**config.mk**
```make
export PLATFORM = sky130hd
export DESIGN_NAME = alarm_clock
export DESIGN_NICKNAME = d
export VERILOG_FILES = /design/src/rtl/alarm_clock.sv
export SDC_FILE = /design/constraint.sdc
export NUM_CORES = 1
export LEC_CHECK = 0
export BUFFER_PORTS_ARGS = -buffer_cell sky130_fd_sc_hd__buf_2
export CAP_MARGIN = 20
export CORE_MARGIN = 2
export CORE_UTILIZATION = 51
export CTS_CLUSTER_SIZE = 8
export DETAILED_ROUTE_END_ITERATION = 7
export HOLD_SLACK_MARGIN = 0.03
export PLACE_DENSITY = 0.76
export RECOVER_POWER = 100
export SLEW_MARGIN = 20
export SYNTH_ARGS = -nofsm -noshare
export SYNTH_HDL_FRONTEND = slang
export SYNTH_SLANG_ARGS = --single-unit
```
**constraint.sdc**
```tcl
create_clock -name clk -period 3.5 [get_ports clk]
set_clock_uncertainty 0.15 [all_clocks]
set_input_delay 0.7 -clock clk [delete_from_list [all_inputs] [get_ports clk]]
set_output_delay 0.7 -clock clk [all_outputs]
set_load 0.005 [all_outputs]
```
**src/rtl/alarm_clock.sv**
```systemverilog
// alarm_clock: prescaled HH:MM:SS time base with a load handshake, one alarm
// with acknowledge/timeout, and a registered 12/24-hour display.
//
// state | meaning
// IDLE  | alarm silent; match against alarm time checked on every tick
// RING  | alarm asserted until ack, disarm, reset or ALARM_SEC ticks
module alarm_clock #(
    parameter int CLK_FREQ_HZ  = 50_000,
    parameter int TICK_FREQ_HZ = 1,
    parameter int SEC_VALUE    = 60,
    parameter int MIN_VALUE    = 60,
    parameter int HOUR_VALUE   = 24,
    parameter int ALARM_SEC    = 10
) (
    input  logic                          clk,
    input  logic                          reset,
    input  logic                          run,
    input  logic                          set_valid,
    output logic                          set_ready,
    input  logic [$clog2(HOUR_VALUE)-1:0] set_hour,
    input  logic [$clog2(MIN_VALUE)-1:0]  set_min,
    input  logic [$clog2(SEC_VALUE)-1:0]  set_sec,
    output logic                          set_err,
    input  logic                          alm_wr,
    input  logic [$clog2(HOUR_VALUE)-1:0] alm_hour,
    input  logic [$clog2(MIN_VALUE)-1:0]  alm_min,
    input  logic                          alm_en,
    input  logic                          alm_ack,
    input  logic                          mode_12h,
    output logic [$clog2(SEC_VALUE)-1:0]  out_sec,
    output logic [$clog2(MIN_VALUE)-1:0]  out_min,
    output logic [$clog2(HOUR_VALUE)-1:0] out_hour,
    output logic                          out_pm,
    output logic                          tick,
    output logic                          alarm
);

    localparam int DIV = CLK_FREQ_HZ / TICK_FREQ_HZ;
    localparam int PW  = $clog2(DIV);
    localparam int SW  = $clog2(SEC_VALUE);
    localparam int MW  = $clog2(MIN_VALUE);
    localparam int HW  = $clog2(HOUR_VALUE);
    localparam int RW  = $clog2(ALARM_SEC + 1);

    localparam logic [PW-1:0] PRE_MAX   = PW'(DIV - 1);
    localparam logic [SW-1:0] SEC_MAX   = SW'(SEC_VALUE - 1);
    localparam logic [MW-1:0] MIN_MAX   = MW'(MIN_VALUE - 1);
    localparam logic [HW-1:0] HOUR_MAX  = HW'(HOUR_VALUE - 1);
    localparam logic [HW-1:0] NOON      = HW'(12);
    localparam logic [RW-1:0] RING_LAST = RW'(ALARM_SEC - 1);
    localparam bit            HAS_12H   = (HOUR_VALUE == 24);

    typedef enum logic {
        ST_IDLE = 1'b0,
        ST_RING = 1'b1
    } state_t;

    state_t        state_q, state_d;
    logic [RW-1:0] ring_cnt_q, ring_cnt_d;
    logic [PW-1:0] presc_q, presc_d;
    logic [SW-1:0] sec_q, sec_d;
    logic [MW-1:0] min_q, min_d;
    logic [HW-1:0] hour_q, hour_d;
    logic [HW-1:0] alm_hour_q, alm_hour_d;
    logic [MW-1:0] alm_min_q, alm_min_d;
    logic [HW-1:0] out_hour_q, out_hour_d;
    logic          out_pm_q, out_pm_d;
    logic          set_ready_q, set_ready_d;
    logic          set_err_q, set_err_d;
    logic          tick_q, tick_d;

    logic accept, set_in_range, load, wrap, alm_match;

    // Time base, load handshake and alarm registers
    always_comb begin
        accept       = set_valid && set_ready_q;
        set_in_range = (set_hour <= HOUR_MAX) && (set_min <= MIN_MAX) && (set_sec <= SEC_MAX);
        load         = accept && set_in_range;
        wrap         = run && (presc_q == PRE_MAX);
        tick_d       = wrap && !load;
        set_ready_d  = !accept;
        set_err_d    = accept && !set_in_range;

        presc_d = presc_q;
        sec_d   = sec_q;
        min_d   = min_q;
        hour_d  = hour_q;
        if (load) begin
            presc_d = '0;
            sec_d   = set_sec;
            min_d   = set_min;
            hour_d  = set_hour;
        end else if (run) begin
            presc_d = wrap ? '0 : presc_q + PW'(1);
            if (wrap) begin
                if (sec_q == SEC_MAX) begin
                    sec_d = '0;
                    if (min_q == MIN_MAX) begin
                        min_d  = '0;
                        hour_d = (hour_q == HOUR_MAX) ? '0 : hour_q + HW'(1);
                    end else begin
                        min_d = min_q + MW'(1);
                    end
                end else begin
                    sec_d = sec_q + SW'(1);
                end
            end
        end

        alm_hour_d = alm_hour_q;
        alm_min_d  = alm_min_q;
        if (alm_wr && (alm_hour <= HOUR_MAX) && (alm_min <= MIN_MAX)) begin
            alm_hour_d = alm_hour;
            alm_min_d  = alm_min;
        end

        // Matched against the time about to appear so alarm rises with it
        alm_match = alm_en && tick_d && (hour_d == alm_hour_q) &&
                    (min_d == alm_min_q) && (sec_d == '0);
    end

    // Display conversion from the next internal hour keeps hour and sec aligned
    always_comb begin
        out_hour_d = hour_d;
        out_pm_d   = 1'b0;
        if (mode_12h && HAS_12H) begin
            out_pm_d = (hour_d >= NOON);
            if (hour_d == '0) begin
                out_hour_d = NOON;
            end else if (hour_d > NOON) begin
                out_hour_d = hour_d - NOON;
            end
        end
    end

    always_ff @(posedge clk) begin
        if (reset) begin
            presc_q     <= '0;
            sec_q       <= '0;
            min_q       <= '0;
            hour_q      <= '0;
            alm_hour_q  <= '0;
            alm_min_q   <= '0;
            out_hour_q  <= '0;
            out_pm_q    <= 1'b0;
            set_ready_q <= 1'b0;
            set_err_q   <= 1'b0;
            tick_q      <= 1'b0;
        end else begin
            presc_q     <= presc_d;
            sec_q       <= sec_d;
            min_q       <= min_d;
            hour_q      <= hour_d;
            alm_hour_q  <= alm_hour_d;
            alm_min_q   <= alm_min_d;
            out_hour_q  <= out_hour_d;
            out_pm_q    <= out_pm_d;
            set_ready_q <= set_ready_d;
            set_err_q   <= set_err_d;
            tick_q      <= tick_d;
        end
    end

    // Alarm FSM: state register
    always_ff @(posedge clk) begin
        if (reset) begin
            state_q    <= ST_IDLE;
            ring_cnt_q <= '0;
        end else begin
            state_q    <= state_d;
            ring_cnt_q <= ring_cnt_d;
        end
    end

    // Alarm FSM: next state
    always_comb begin
        state_d    = state_q;
        ring_cnt_d = ring_cnt_q;
        case (state_q)
            ST_IDLE: begin
                if (alm_match) begin
                    state_d    = ST_RING;
                    ring_cnt_d = '0;
                end
            end
            ST_RING: begin
                if (alm_ack || !alm_en) begin
                    state_d = ST_IDLE;
                end else if (tick_d) begin
                    if (ring_cnt_q == RING_LAST) begin
                        state_d = ST_IDLE;
                    end else begin
                        ring_cnt_d = ring_cnt_q + RW'(1);
                    end
                end
            end
            default: state_d = ST_IDLE;
        endcase
    end

    // Alarm FSM: outputs
    always_comb begin
        alarm = (state_q == ST_RING);
    end

    assign set_ready = set_ready_q;
    assign set_err   = set_err_q;
    assign tick      = tick_q;
    assign out_sec   = sec_q;
    assign out_min   = min_q;
    assign out_hour  = out_hour_q;
    assign out_pm    = out_pm_q;

endmodule

```
# Word level (Yosys, flattened, before mapping)
# Index checks and enable logic that the tools add are counted.
dict set report totals {
  word_cells 91
  input_bits 36
  register_bits 58
}
dict set report classes {
  eq_ne 11
  n_lt_le_gt_ge 7
  bitwise_logic 2
  muxes 29
  add_sub_neg 6
  n_reduce_logical 23
}
# cell count
set ops {}
lappend ops {{$mux W6} 9}
lappend ops {{$mux W5} 9}
lappend ops {{$le A6 B6 Y1 const B} 3}
lappend ops {{$add A16 B1 Y16 const B} 1}
lappend ops {{$eq A16 B16 Y1 const B} 1}
lappend ops {{$mux W16} 1}
lappend ops {{$mux W4} 4}
lappend ops {{$logic_and A1 B1 Y1} 13}
lappend ops {{$add A6 B1 Y6 const B} 2}
lappend ops {{$eq A6 B6 Y1 const B} 2}
lappend ops {{$le A5 B5 Y1 const B} 2}
lappend ops {{$pmux W4 S2} 1}
lappend ops {{$eq A6 B6 Y1} 1}
lappend ops {{$logic_not A6 Y1} 1}
lappend ops {{$ne A2 B2 Y1 const B} 3}
lappend ops {{$add A5 B1 Y5 const B} 1}
lappend ops {{$eq A5 B5 Y1} 1}
lappend ops {{$eq A5 B5 Y1 const B} 1}
lappend ops {{$ge A5 B4 Y1 const B} 1}
lappend ops {{$gt A5 B4 Y1 const B} 1}
lappend ops {{$logic_not A5 Y1} 1}
lappend ops {{$sub A5 B4 Y5 const B} 1}
lappend ops {{$add A4 B1 Y4 const B} 1}
lappend ops {{$eq A4 B4 Y1 const B} 1}
lappend ops {{8 further kinds} 16}

# Depth between registers and ports, before layout
# Gate-level depths: netlist of run 1.
dict set report depth {
  depth_word 13
  mapped_depth 12
  depth_no_buf 11
}

# Least setup slack after synthesis of run 1
# Ideal clock, no wire load.
dict set report synth_timing {
  kind {input port to flip-flop}
  startpoint {in run}
  endpoint {reg ring_cnt_q[1]}
  n_path_buf 0
  arrival_time_ns 3.177
  cell_stages 9
  path_slack_ns 0.043
  setup_time_ns 0.130
  cell_sequence {nand4_2 -> or4_4 -> or4_4 -> a31o_4 -> xnor2_2 -> a2111oi_2 -> o2111ai_1 -> a31oi_1 -> o32ai_1}
}
dict set report synth_between {
  elab_chain_len 10
}
# item line_no
set synth_lines {}
lappend synth_lines {{start: declaration} 17} ;# input logic run,
lappend synth_lines {{$logic_and A1 B1 Y1} 79} ;# wrap = run && (presc_q == PRE_MAX);
lappend synth_lines {{$mux W5} 95} ;# if (wrap) begin
lappend synth_lines {{$mux W5} 93} ;# end else if (run) begin
lappend synth_lines {{$mux W5} 88} ;# if (load) begin
lappend synth_lines {{$eq A5 B5 Y1} 118} ;# alm_match = alm_en && tick_d && (hour_d == alm_hour_q) &&
lappend synth_lines {{$logic_and A1 B1 Y1 (2 in series)} 118}
lappend synth_lines {{$logic_and A1 B1 Y1} 119} ;# (min_d == alm_min_q) && (sec_d == '0);
lappend synth_lines {{$ne A2 B2 Y1 (no line)} -}
lappend synth_lines {{$reduce_and A4 Y1 (no line) (*)} -}
lappend synth_lines {{end signal: assignment} 171} ;# ring_cnt_q <= ring_cnt_d;
lappend synth_lines {{end: declaration} 59} ;# logic [RW-1:0] ring_cnt_q, ring_cnt_d;
# Every way passes the cells marked *; elsewhere a longest branch is shown, timed or not.
# A chain may end at the register's enable or synchronous reset.

# Worst setup path in the final report of run 1
dict set report layout_timing {
  startpoint {reg presc_q[7]}
  endpoint {reg ring_cnt_q[1]}
}
dict set report layout_between {
  elab_chain_len 11
}
# item line_no
set layout_lines {}
lappend layout_lines {{start: declaration} 60} ;# logic [PW-1:0] presc_q, presc_d;
lappend layout_lines {{start signal: assignment} 150} ;# presc_q <= presc_d;
lappend layout_lines {{$eq A16 B16 Y1 (*)} 79}
lappend layout_lines {{$logic_and A1 B1 Y1 (*)} 79}
lappend layout_lines {{$mux W5} 95}
lappend layout_lines {{$mux W5} 93}
lappend layout_lines {{$mux W5} 88}
lappend layout_lines {{$eq A5 B5 Y1} 118}
lappend layout_lines {{$logic_and A1 B1 Y1 (2 in series)} 118}
lappend layout_lines {{$logic_and A1 B1 Y1} 119}
lappend layout_lines {{$ne A2 B2 Y1 (no line)} -}
lappend layout_lines {{$reduce_and A4 Y1 (no line) (*)} -}
# Marked as above.

==> impl_metrics.py, run 1 <==
metrics = {
    "routing": {
        "drt-met1-wl_um": 4040,
        "detailroute.via_count": 3454,
        "top_signal_layer_used": "met4",
        "final_antenna_net_count": 0,
        "vias_per_cell": 5.93,
        "firstDrtPassIters": 5,
        "drt-initial-drc-count": 262,
        "drc": 0,
        "detail_route.wl_per_cell_um": 15.7,
        "routed-wl-met2_um": 4200,
        "wl_um": 9160,
        "wl_met3_um": 755,
    },
    "worst_hold_path": {
        "worst_hold_startpoint": "alm_hour_q[3]",
        "min_delay_path_depth": 2,
        "hold_class": "reg -> reg",
        "timing.hold.worst_endpoint": "alm_hour_q[3]",
    },
    "place": {
        "finalWeightedCongestion": 0.902,
        "port_buffers": 57,
        "detailedPlace.worstSlack_ns": -0.0661,
        "dp_hpwl_um": 6760,
    },
    "sta": {
        "relSlewSlack_pct": 57.0,
        "timing.final.hold_violations": 0,
        "tightest_slew_ns": 0.645,
        "tmin_final_ns": 3.35,
        "setup_viol": 0,
        "post-route-period-util_pct": 95.9,
        "post-route-worst-setup-slack_ns": 0.145,
        "unrepaired_setup_endpoints_after_global_routing": "no",
        "timing.setup.tns_ns": 0,
        "drv_slew": 0,
        "max_freq_mhz": 298,
    },
    "cells_and_area": {
        "n_antenna_cell": 0,
        "drive_gt1_share_pct": 20.6,
        "finalNetCount": 545,
        "area_growth_pct": 21.1,
    },
    "clock_tree": {
        "cts.sink_count": 58,
        "cts-hold-fix-buffers": 0,
        "max-clock-path-buffers": 2,
        "cts.htree.levels": 3,
        "clock_tree_from_tritoncts": "done",
        "postCtsSetupRepairBufs": 0,
        "cts_root_buf": "sky130_fd_sc_hd__clkbuf_8",
        "cts_resized": 0,
        "clk-insertion-delay-late_ns": 0.35,
        "numCtsBuffers": 9,
        "clkTransAtPathRegs_ns": 0.07,
    },
    "floorplan": {
        "fp.coreArea_mm2": 0.00639,
        "design.portCount": 58,
        "start_util_pct": 53.1,
        "fp.dieArea_mm2": 0.00732,
        "placementRows": 29,
        "die_w_um": 85.6,
        "chipHeight_um": 85.6,
    },
    "worst_setup_path": {
        "critPathMaxStageDelay_ns": 0.53,
        "critical_path_buf_inv_count": 0,
        "critPathMaxFanout": 3,
        "crit_arrival_ns": 3.42,
        "critical_path.slowest_cell": "sky130_fd_sc_hd__or4b_4",
        "reg2reg_slack_ns": 0.15,
        "rr_endpoint": "ring_cnt_q[1]",
        "cp_top_family": "simple AND/OR/NAND/NOR gates",
        "worstReg2RegStart": "presc_q[7]",
        "worst_setup_path_end_kind": "flip-flop",
        "critPathLaunchType": "flip-flop",
        "crit_type": "reg -> reg",
        "crit_path_frequent_cell": "sky130_fd_sc_hd__or4_4",
        "rr_worst_depth": 9,
        "cells_along_the_critical_path": "or4b_4 > or4_4 > or4_4 > a31o_1 > xnor2_2 > a2111oi_2 > o2111ai_1 > a31oi_1 > o32ai_1",
        "required_ns": 3.56,
    },
    "logic_synthesis": {
        "yosys.cell_types.count": 64,
        "mappedNetlistNets": 464,
        "synth_top_area_share_pct": 34.2,
        "post_synth_main_area_contributors": "sky130_fd_sc_hd__dfxtp_1 34%, sky130_fd_sc_hd__nor2_1 6.7%, sky130_fd_sc_hd__nand2_1 3.5%",
        "synth-edff-count": 0,
        "avgSynthCellArea_um2": 8.08,
        "yosys_warnings": 0,
        "seq_cells_post_synth": 58,
        "post_synth_inst_count": 420,
        "ys_dominant_reg_cell": "sky130_fd_sc_hd__dfxtp_1",
        "synth-seq-area-share_pct": 34.2,
        "yosysTopAreaCell": "sky130_fd_sc_hd__dfxtp_1",
        "synth.cell_area_mm2": 0.00339,
        "postSynth.asyncResetShare_pct": 0,
    },
    "grt": {
        "grt_start_max_net_pins": 35,
        "grt_pass1_vias": 3250,
        "antenna_found_initial": 0,
        "globalRouteTotalUtil_pct": 25.8,
        "grt_overflow_total": 0,
        "global_route_wire_length_before_repair_um": 15000,
    },
    "status": {
        "status": "finished clean",
    },
    "pwr": {
        "power-per-cell-area_mw_per_mm2": 397,
        "power_leakage_uw": 0.00163,
        "peakVddDrop_uv": 323,
    },
    "run": {
        "timing.max_cap.violations": 0,
    },
}
[final cells by class]
class	instances	area, um2
fillers	581	2280
well taps	77	96.3
clock buffers	10	138
flip-flops and latches	58	1160
inverters	16	60.1
clock inverters	5	78.8
repair buffers	89	488
multi-input cells	327	2080
[cells in the final DEF (no fill, tap or decap), drive strengths merged, types with 8 or more instances in the layout]
cell | synthesis | layout
nor2b | 8 | 8
inv | 16 | 16
a21oi | 16 | 16
mux2i | 11 | 11
buf | 1 | 74
nand2 | 32 | 32
nand4 | 20 | 20
dfxtp | 58 | 58
a31oi | 10 | 10
nand2b | 9 | 9
xnor2 | 12 | 12
nor2 | 61 | 61
nor3 | 15 | 15
nand3 | 10 | 10
ha | 8 | 8
o21ai | 21 | 21
clkbuf | 18 | 25
nor4 | 10 | 10
xor2 | 11 | 11
and2 | 9 | 9
[synth_stat cells, types with 9 or more instances]
cell type,instances
sky130_fd_sc_hd__nor2_1,61
sky130_fd_sc_hd__dfxtp_1,58
sky130_fd_sc_hd__nand2_1,32
sky130_fd_sc_hd__nand4_1,19
sky130_fd_sc_hd__clkbuf_1,18
sky130_fd_sc_hd__o21ai_0,18
sky130_fd_sc_hd__a21oi_1,16
sky130_fd_sc_hd__inv_1,16
sky130_fd_sc_hd__nor3_1,14
sky130_fd_sc_hd__mux2i_1,11
sky130_fd_sc_hd__xnor2_1,11
sky130_fd_sc_hd__xor2_1,11
sky130_fd_sc_hd__a31oi_1,10
sky130_fd_sc_hd__nand3_1,10
sky130_fd_sc_hd__and2_1,9
sky130_fd_sc_hd__nand2b_1,9
[flip-flops by register name (all words and copies together), names as in the netlist]
name and cells:
ring_cnt_q 4, out_pm 1, out_hour 5, tick 1, out_min 6, alm_min_q 6
set_err 1, out_sec 6, hour_q 5, presc_q 16, set_ready 1, alarm 1
alm_hour_q 5
[through the flow]
step	area, um2	total power [uW]	util [%]	cells	hold slack (ns)
after floorplan	3390	866	-	420	0.325
after global placement	3940	952	61.6	567	0.343
after detailed placement	3940	958	61.6	567	0.354
after CTS	4150	1640	65.0	582	0.366
after global routing	4110	1700	64.3	582	0.382
final	4110	1630	64.3	582	0.374
[power by group]
group          internal (uW)  switching (uW)  total, uW
sequential               689            28.5        717
clock                    415             275        690
combinational           98.1             126        224
[metal layers]
metal,vias to the layer above,GRT usage (%)
met5,-,0
met4,0,8.95
met2,140,41.0
li1,1689,-
met3,19,5.97
met1,1606,34.5
[tightest hold or removal path: stages, from the launching register on]
cell and delay [ns]:
sky130_fd_sc_hd__dfxtp_1 0.33, sky130_fd_sc_hd__nor2_1 0.11, sky130_fd_sc_hd__nor3_1 0.04
[worst max-delay path by stage]
stage / start / to / slack, ns / cells past startpoint
3_3_place_gp: run / ring_cnt_q[1] / -0.02 / 10
4_1_cts: presc_q[7] / ring_cnt_q[1] / 0.06 / 9
2_1_floorplan: run / ring_cnt_q[1] / 0.04 / 9
5_1_grt: presc_q[7] / ring_cnt_q[1] / 0.007 / 11
6_report: presc_q[7] / ring_cnt_q[1] / 0.15 / 9
3_5_place_dp: run / ring_cnt_q[1] / -0.07 / 10
[kinds of logic after synthesis]
family                     count (synthesis)  synth area share [%]
buffers and inverters                     35                  4.09
AOI/OAI and AO/OA                         82                  16.6
DFF                                       58                  34.2
xor gates and xnor gates                  23                  6.16
adders and majority gates                  8                  2.95
muxes                                     11                  3.24
and+or+nand+nor                          203                  32.7
(Power assumes the default switching activity.)
==> run 2, diff against run 1 <==
--- a/config.mk
+++ b/config.mk
@@ -5,14 +5,15 @@
 export SDC_FILE = /design/constraint.sdc
 export NUM_CORES = 1
 export LEC_CHECK = 0
+export ABC_AREA = 1
 export BUFFER_PORTS_ARGS = -buffer_cell sky130_fd_sc_hd__buf_2
 export CAP_MARGIN = 20
 export CORE_MARGIN = 2
-export CORE_UTILIZATION = 51
+export CORE_UTILIZATION = 45
 export CTS_CLUSTER_SIZE = 8
 export DETAILED_ROUTE_END_ITERATION = 7
 export HOLD_SLACK_MARGIN = 0.03
-export PLACE_DENSITY = 0.76
+export PLACE_DENSITY = 0.69
 export RECOVER_POWER = 100
 export SLEW_MARGIN = 20
 export SYNTH_ARGS = -nofsm -noshare
==> impl_metrics.py, run 2 <==
metrics = {
    "status": {
        "status": "finished clean",
    },
    "sta": {
        "timing.setup.tns_ns": 0,
        "tightest_slew_ns": 1.29,
        "post-route-worst-setup-slack_ns": 0.439,
        "relSlewSlack_pct": 13.8,
        "unrepaired_setup_endpoints_after_global_routing": "no",
        "setup_viol": 0,
        "tmin_final_ns": 3.06,
        "drv_slew": 0,
        "max_freq_mhz": 327,
        "timing.final.hold_violations": 0,
        "post-route-period-util_pct": 87.5,
    },
    "routing": {
        "detailroute.via_count": 3625,
        "firstDrtPassIters": 7,
        "drt-initial-drc-count": 321,
        "drc": 0,
        "vias_per_cell": 5.11,
        "final_antenna_net_count": 0,
        "detail_route.wl_per_cell_um": 12.5,
        "wl_um": 8860,
    },
    "place": {
        "finalWeightedCongestion": 0.928,
        "port_buffers": 57,
        "dp_hpwl_um": 6820,
        "placed_cells": 693,
        "detailedPlace.worstSlack_ns": 0.582,
    },
    "cells_and_area": {
        "drive_gt1_share_pct": 15.0,
        "finalCoreUtilization_pct": 53.3,
        "layoutNonFillerInstCount": 709,
        "largest_register_ffs": 16,
        "leading_cell_types_in_the_layout_fill_and_taps_excluded": "149 x sky130_fd_sc_hd__nand2_1, 79 x sky130_fd_sc_hd__nor2_1, 58 x sky130_fd_sc_hd__dfxtp_1",
        "layout_commonest_cell": "sky130_fd_sc_hd__nand2_1",
        "regMostFlops": "presc_q",
        "finalNetCount": 646,
        "n_antenna_cell": 0,
        "area_growth_pct": 16.3,
    },
    "worst_setup_path": {
        "critPathMaxFanout": 9,
        "required_ns": 3.52,
        "critPathLaunchType": "primary input",
        "crit_arrival_ns": 3.08,
        "crit_type": "in -> reg",
        "worst_setup_path_end_kind": "flip-flop",
    },
    "logic_synthesis": {
        "post_synth_inst_count": 540,
        "synth_top_area_share_pct": 33.3,
        "muxShareOfSynthArea_pct": 0.287,
        "yosysTopAreaCell": "sky130_fd_sc_hd__dfxtp_1",
        "post_synth_fa_ha_maj_area_fraction_pct": 2.87,
        "yosys_warnings": 0,
        "synth.cell_area_mm2": 0.00348,
        "synth-edff-count": 0,
        "postSynth.asyncResetShare_pct": 0,
        "most_common_library_cells_after_synthesis": "143 x sky130_fd_sc_hd__nand2_1, 79 x sky130_fd_sc_hd__nor2_1, 58 x sky130_fd_sc_hd__dfxtp_1",
        "share_of_the_synthesized_area_in_compound_gates_ao_oa_aoi_oai_pct": 8.47,
        "synth_simple_gate_area_share_pct": 43.3,
        "post_synth_main_area_contributors": "sky130_fd_sc_hd__dfxtp_1 33%, sky130_fd_sc_hd__nand2_1 15%, sky130_fd_sc_hd__nor2_1 8.5%",
        "synth-seq-area-share_pct": 33.3,
        "yosys.area_share.xor_xnor_pct": 3.77,
        "ys_dominant_reg_cell": "sky130_fd_sc_hd__dfxtp_1",
        "synth_top_family_by_area": "simple AND/OR/NAND/NOR gates",
        "yosysMostFrequentCell": "sky130_fd_sc_hd__nand2_1",
        "mappedNetlistNets": 584,
        "avgSynthCellArea_um2": 6.45,
        "seq_cells_post_synth": 58,
        "yosys.cell_types.count": 32,
    },
    "clock_tree": {
        "max-clock-path-buffers": 2,
        "postCtsSetupRepairBufs": 0,
        "cts.sink_count": 58,
        "numCtsBuffers": 9,
        "cts.htree.levels": 3,
        "cts-hold-fix-buffers": 0,
        "cts_root_buf": "sky130_fd_sc_hd__clkbuf_8",
        "clk-insertion-delay-late_ns": 0.34,
        "cts_resized": 0,
        "clkTransAtPathRegs_ns": 0.07,
        "clock_tree_from_tritoncts": "done",
    },
    "pwr": {
        "power-per-cell-area_mw_per_mm2": 413,
        "design_power_total_uw": 1680,
        "power_leakage_uw": 0.00188,
        "peakVddDrop_uv": 210,
    },
    "grt": {
        "antenna_found_initial": 0,
        "grt_start_max_net_pins": 29,
        "globalRouteTotalUtil_pct": 22.1,
        "global_route_wire_length_before_repair_um": 15100,
        "grt_overflow_total": 0,
        "grt_pass1_vias": 3302,
    },
    "floorplan": {
        "chipHeight_um": 92.0,
        "placementRows": 32,
        "die_w_um": 92.0,
        "start_util_pct": 45.8,
        "fp.coreArea_mm2": 0.00761,
        "design.portCount": 58,
        "fp.dieArea_mm2": 0.00846,
    },
    "run": {
        "timing.max_cap.violations": 0,
    },
    "worst_hold_path": {
        "hold_class": "reg -> reg",
    },
}
-- run 2: cell types whose count changed after synthesis, sizes merged, moves of 9 or more --
cell,change
nand2,+121
inv,+46
nand3,+43
nor2,+26
clkbuf,-11
mux2i,-10
a21oi,+9
and2,-9
nand2b,-9
nor4,-9
-- run 2: cell families after synthesis --
| logic type | Yosys count |
|---|---|
| and+or+nand+nor | 331 |
| xor gates and xnor gates | 15 |
| AOI/OAI and AO/OA | 54 |
| muxes | 1 |
| DFF | 58 |
| buffers and inverters | 73 |
| adders and majority gates | 8 |
-- run 2: where the power goes --
group	internal [uW]	switching, uW	total, uW
logic	77.8	134	212
clock network	472	275	748
registers	691	25.4	716
-- run 2: critical path: stages --
cell	delay, ns
sky130_fd_sc_hd__clkbuf_1	0.24
sky130_fd_sc_hd__nand3_1	0.21
sky130_fd_sc_hd__nor2_1	0.15
sky130_fd_sc_hd__nand3_1	0.28
sky130_fd_sc_hd__inv_1	0.21
sky130_fd_sc_hd__nand3_1	0.10
sky130_fd_sc_hd__nand3_1	0.13
sky130_fd_sc_hd__nand2_1	0.12
sky130_fd_sc_hd__nand2_1	0.07
sky130_fd_sc_hd__nand2_1	0.07
sky130_fd_sc_hd__nor2_1	0.10
sky130_fd_sc_hd__nand2_1	0.08
sky130_fd_sc_hd__nor2_2	0.08
sky130_fd_sc_hd__nand2_1	0.08
sky130_fd_sc_hd__nand2_1	0.21
sky130_fd_sc_hd__nand2_2	0.09
sky130_fd_sc_hd__nand2_1	0.08
sky130_fd_sc_hd__a21oi_1	0.06
-- run 2: layout make-up --
cell class	count	area [um2]
tap	102	128
clock inverter	5	103
sequential	58	1160
inverter	63	236
timing repair buffer	61	292
multi-input combinational	409	2000
clock buffer	11	131
fill	777	3550
-- run 2: through the flow --
stage / cell area (um2) / hold slack, ns
floorplan: 3480 / 0.294
global placement: 3890 / 0.308
detailed placement: 3890 / 0.318
CTS: 4120 / 0.327
global route: 4050 / 0.344
finish: 4050 / 0.326
-- run 2: path summary, 6_finish.rpt --
path	startpoint	end	slack [ns]	cells after the start
setup reg to reg	out_sec[0]	ring_cnt_q[2]	0.48	18
hold / removal	alm_hour_q[1]	alm_hour_q[1]	0.33	2
setup / recovery	run	ring_cnt_q[2]	0.44	18
hold reg to reg	alm_hour_q[1]	alm_hour_q[1]	0.33	2
-- run 2: routing by layer --
| metal | wire length, um | global-route usage, % | part of all wire [%] | vias to the layer above |
|---|---|---|---|---|
| li1 | - | - | - | 1860 |
| met5 | 0 | 0 | 0 | - |
| met2 | 3820 | 34.1 | 43 | 122 |
| met1 | 4380 | 31.4 | 50 | 1631 |
| met4 | 104 | 5.97 | 1.2 | 0 |
| met3 | 545 | 4.77 | 6.2 | 12 |
==> run 3, diff against run 2 <==
--- a/config.mk
+++ b/config.mk
@@ -10,6 +10,7 @@
 export CAP_MARGIN = 20
 export CORE_MARGIN = 2
 export CORE_UTILIZATION = 45
+export CTS_BUF_LIST = sky130_fd_sc_hd__clkbuf_2
 export CTS_CLUSTER_SIZE = 8
 export DETAILED_ROUTE_END_ITERATION = 7
 export HOLD_SLACK_MARGIN = 0.03
==> impl_metrics.py, run 3 (synthesis gave the netlist of run 2 again) <==
metrics = {
    "status": {
        "status": "finished clean",
    },
    "clock_tree": {
        "cts_root_buf": "sky130_fd_sc_hd__clkbuf_2",
        "clkTransAtPathRegs_ns": 0.18,
        "cts_resized": 0,
        "cts-hold-fix-buffers": 0,
        "numCtsBuffers": 9,
        "postCtsSetupRepairBufs": 0,
        "max-clock-path-buffers": 2,
        "clk-insertion-delay-late_ns": 0.50,
        "cts.htree.levels": 3,
        "cts.sink_count": 58,
        "clock_tree_from_tritoncts": "done",
    },
    "sta": {
        "max_freq_mhz": 321,
        "timing.setup.tns_ns": 0,
        "setup_viol": 0,
        "relSlewSlack_pct": 13.1,
        "tmin_final_ns": 3.11,
        "tightest_slew_ns": 1.30,
        "post-route-period-util_pct": 88.9,
        "unrepaired_setup_endpoints_after_global_routing": "no",
        "timing.final.hold_violations": 0,
        "drv_slew": 0,
    },
    "worst_setup_path": {
        "crit_type": "reg -> reg",
        "critical_path_buf_inv_count": 0,
        "critPathMaxStageDelay_ns": 0.47,
        "critPathMaxFanout": 10,
        "reg2reg_slack_ns": 0.39,
        "cells_along_the_critical_path": "ha_1 > nand3_1 > nor2_4 > nand2_1 > nor2_8 > nand3_1 > nand3_1 > o21ai_0 > nand2_1 > nand2_1 > nor2_1 > nand2_1 > nor2_1 > nand2_2 > nand2_4 > nand2_2 > nand2_1 > a21oi_1",
        "cp_top_family": "simple AND/OR/NAND/NOR gates",
        "crit_arrival_ns": 3.31,
        "critical_path.slowest_cell": "sky130_fd_sc_hd__dfxtp_1",
        "required_ns": 3.70,
        "crit_path_frequent_cell": "sky130_fd_sc_hd__nand2_1",
        "critPathLaunchType": "flip-flop",
        "worst_setup_path_end_kind": "flip-flop",
    },
    "floorplan": {
        "start_util_pct": 45.8,
        "chipHeight_um": 92.0,
        "placementRows": 32,
        "fp.dieArea_mm2": 0.00846,
        "die_w_um": 92.0,
        "fp.coreArea_mm2": 0.00761,
        "design.portCount": 58,
    },
    "grt": {
        "grt_pass1_vias": 3295,
        "global_route_wire_length_before_repair_um": 15100,
        "grt_start_max_net_pins": 29,
        "grt_overflow_total": 0,
        "globalRouteTotalUtil_pct": 22.4,
        "antenna_found_initial": 0,
    },
    "routing": {
        "firstDrtPassIters": 5,
        "drc": 0,
        "final_antenna_net_count": 0,
        "drt-initial-drc-count": 297,
        "detail_route.wl_per_cell_um": 12.6,
        "detailroute.via_count": 3630,
        "vias_per_cell": 5.12,
        "wl_um": 8920,
    },
    "cells_and_area": {
        "largest_register_ffs": 16,
        "drive_gt1_share_pct": 16.0,
        "n_antenna_cell": 0,
        "finalNetCount": 646,
        "nFillCells": 779,
        "regMostFlops": "presc_q",
        "layoutNonFillerInstCount": 709,
        "area_growth_pct": 14.6,
        "leading_cell_types_in_the_layout_fill_and_taps_excluded": "147 x sky130_fd_sc_hd__nand2_1, 80 x sky130_fd_sc_hd__nor2_1, 58 x sky130_fd_sc_hd__dfxtp_1",
        "multi_input_comb_area_mm2": 0.00202,
        "layout_commonest_cell": "sky130_fd_sc_hd__nand2_1",
        "register_area_mm2": 0.00116,
    },
    "pwr": {
        "power_leakage_uw": 0.00185,
        "internal_power_uw": 1080,
        "swShare_pct": 27.8,
        "proportion_of_power_drawn_by_the_clock_network_pct": 37.9,
        "power-per-cell-area_mw_per_mm2": 376,
        "power_frac_comb_pct": 14.4,
        "peakVddDrop_uv": 159,
        "net-switching-power_uw": 418,
        "seq_power_share_pct": 47.7,
    },
    "place": {
        "port_buffers": 57,
        "dp_hpwl_um": 6820,
        "placed_cells": 693,
        "finalWeightedCongestion": 0.928,
    },
    "worst_hold_path": {
        "hold_class": "in -> reg",
    },
    "run": {
        "timing.max_cap.violations": 0,
    },
}
==> run 3: cell count changes in the layout (fill, tap and decap cells not counted), sizes merged <==
cell	change
buf	+1
clkbuf	-1
==> run 3: power by group through the flow <==
| stage | clock, uW | sequential [uW] | combinational [uW] |
|---|---|---|---|
| floorplan | 0 | 725 | 141 |
| detailed placement | 0 | 730 | 219 |
| CTS | 583 | 716 | 220 |
| global placement | 0 | 728 | 215 |
| global route | 611 | 720 | 247 |
| finish | 570 | 716 | 216 |
==> run 3: path summary, 6_finish.rpt <==
check / from / to / depth (start not counted)
max: out_sec[0] / ring_cnt_q[2] / 18
min reg2reg: alm_min_q[3] / alm_min_q[3] / 2
min: alm_hour[4] / alm_hour_q[4] / 3
max reg2reg: out_sec[0] / ring_cnt_q[2] / 18
==> run 3: final cells by class <==
class	instances	area share [%]
clock buffers	11	1.38
clock inverters	5	2.57
inverters	63	5.92
multi-input cells	409	50.5
flip-flops and latches	58	29.1
well taps	102	3.19
repair buffers	61	7.33
==> run 3: stage by stage <==
stage	worst slack (ns)	hold slack [ns]	cell area (um2)	utilization, %	total power (uW)
floorplan	0.979	0.294	3480	-	866
global placement	0.651	0.308	3890	51.1	943
CTS	0.577	0.271	4040	53.2	1520
finish	0.388	0.311	4000	52.5	1500
global route	0.133	0.287	4000	52.5	1580
detailed placement	0.582	0.318	3890	51.1	949
==> run 3: per-layer routing <==
layer	part of all wire [%]	vias to the layer above	routed length [um]	track usage, %
li1	-	1858	-	-
met1	48	1639	4310	31.4
met2	44	122	3930	34.3
met3	6.5	11	576	5.01
met4	1.2	0	104	6.84
met5	0	-	0	0
==> run 3: worst min-delay path, stage by stage <==
cell and delay [ns]:
sky130_fd_sc_hd__buf_2 0.10, sky130_fd_sc_hd__nor2_1 0.09, sky130_fd_sc_hd__a211oi_1 0.05
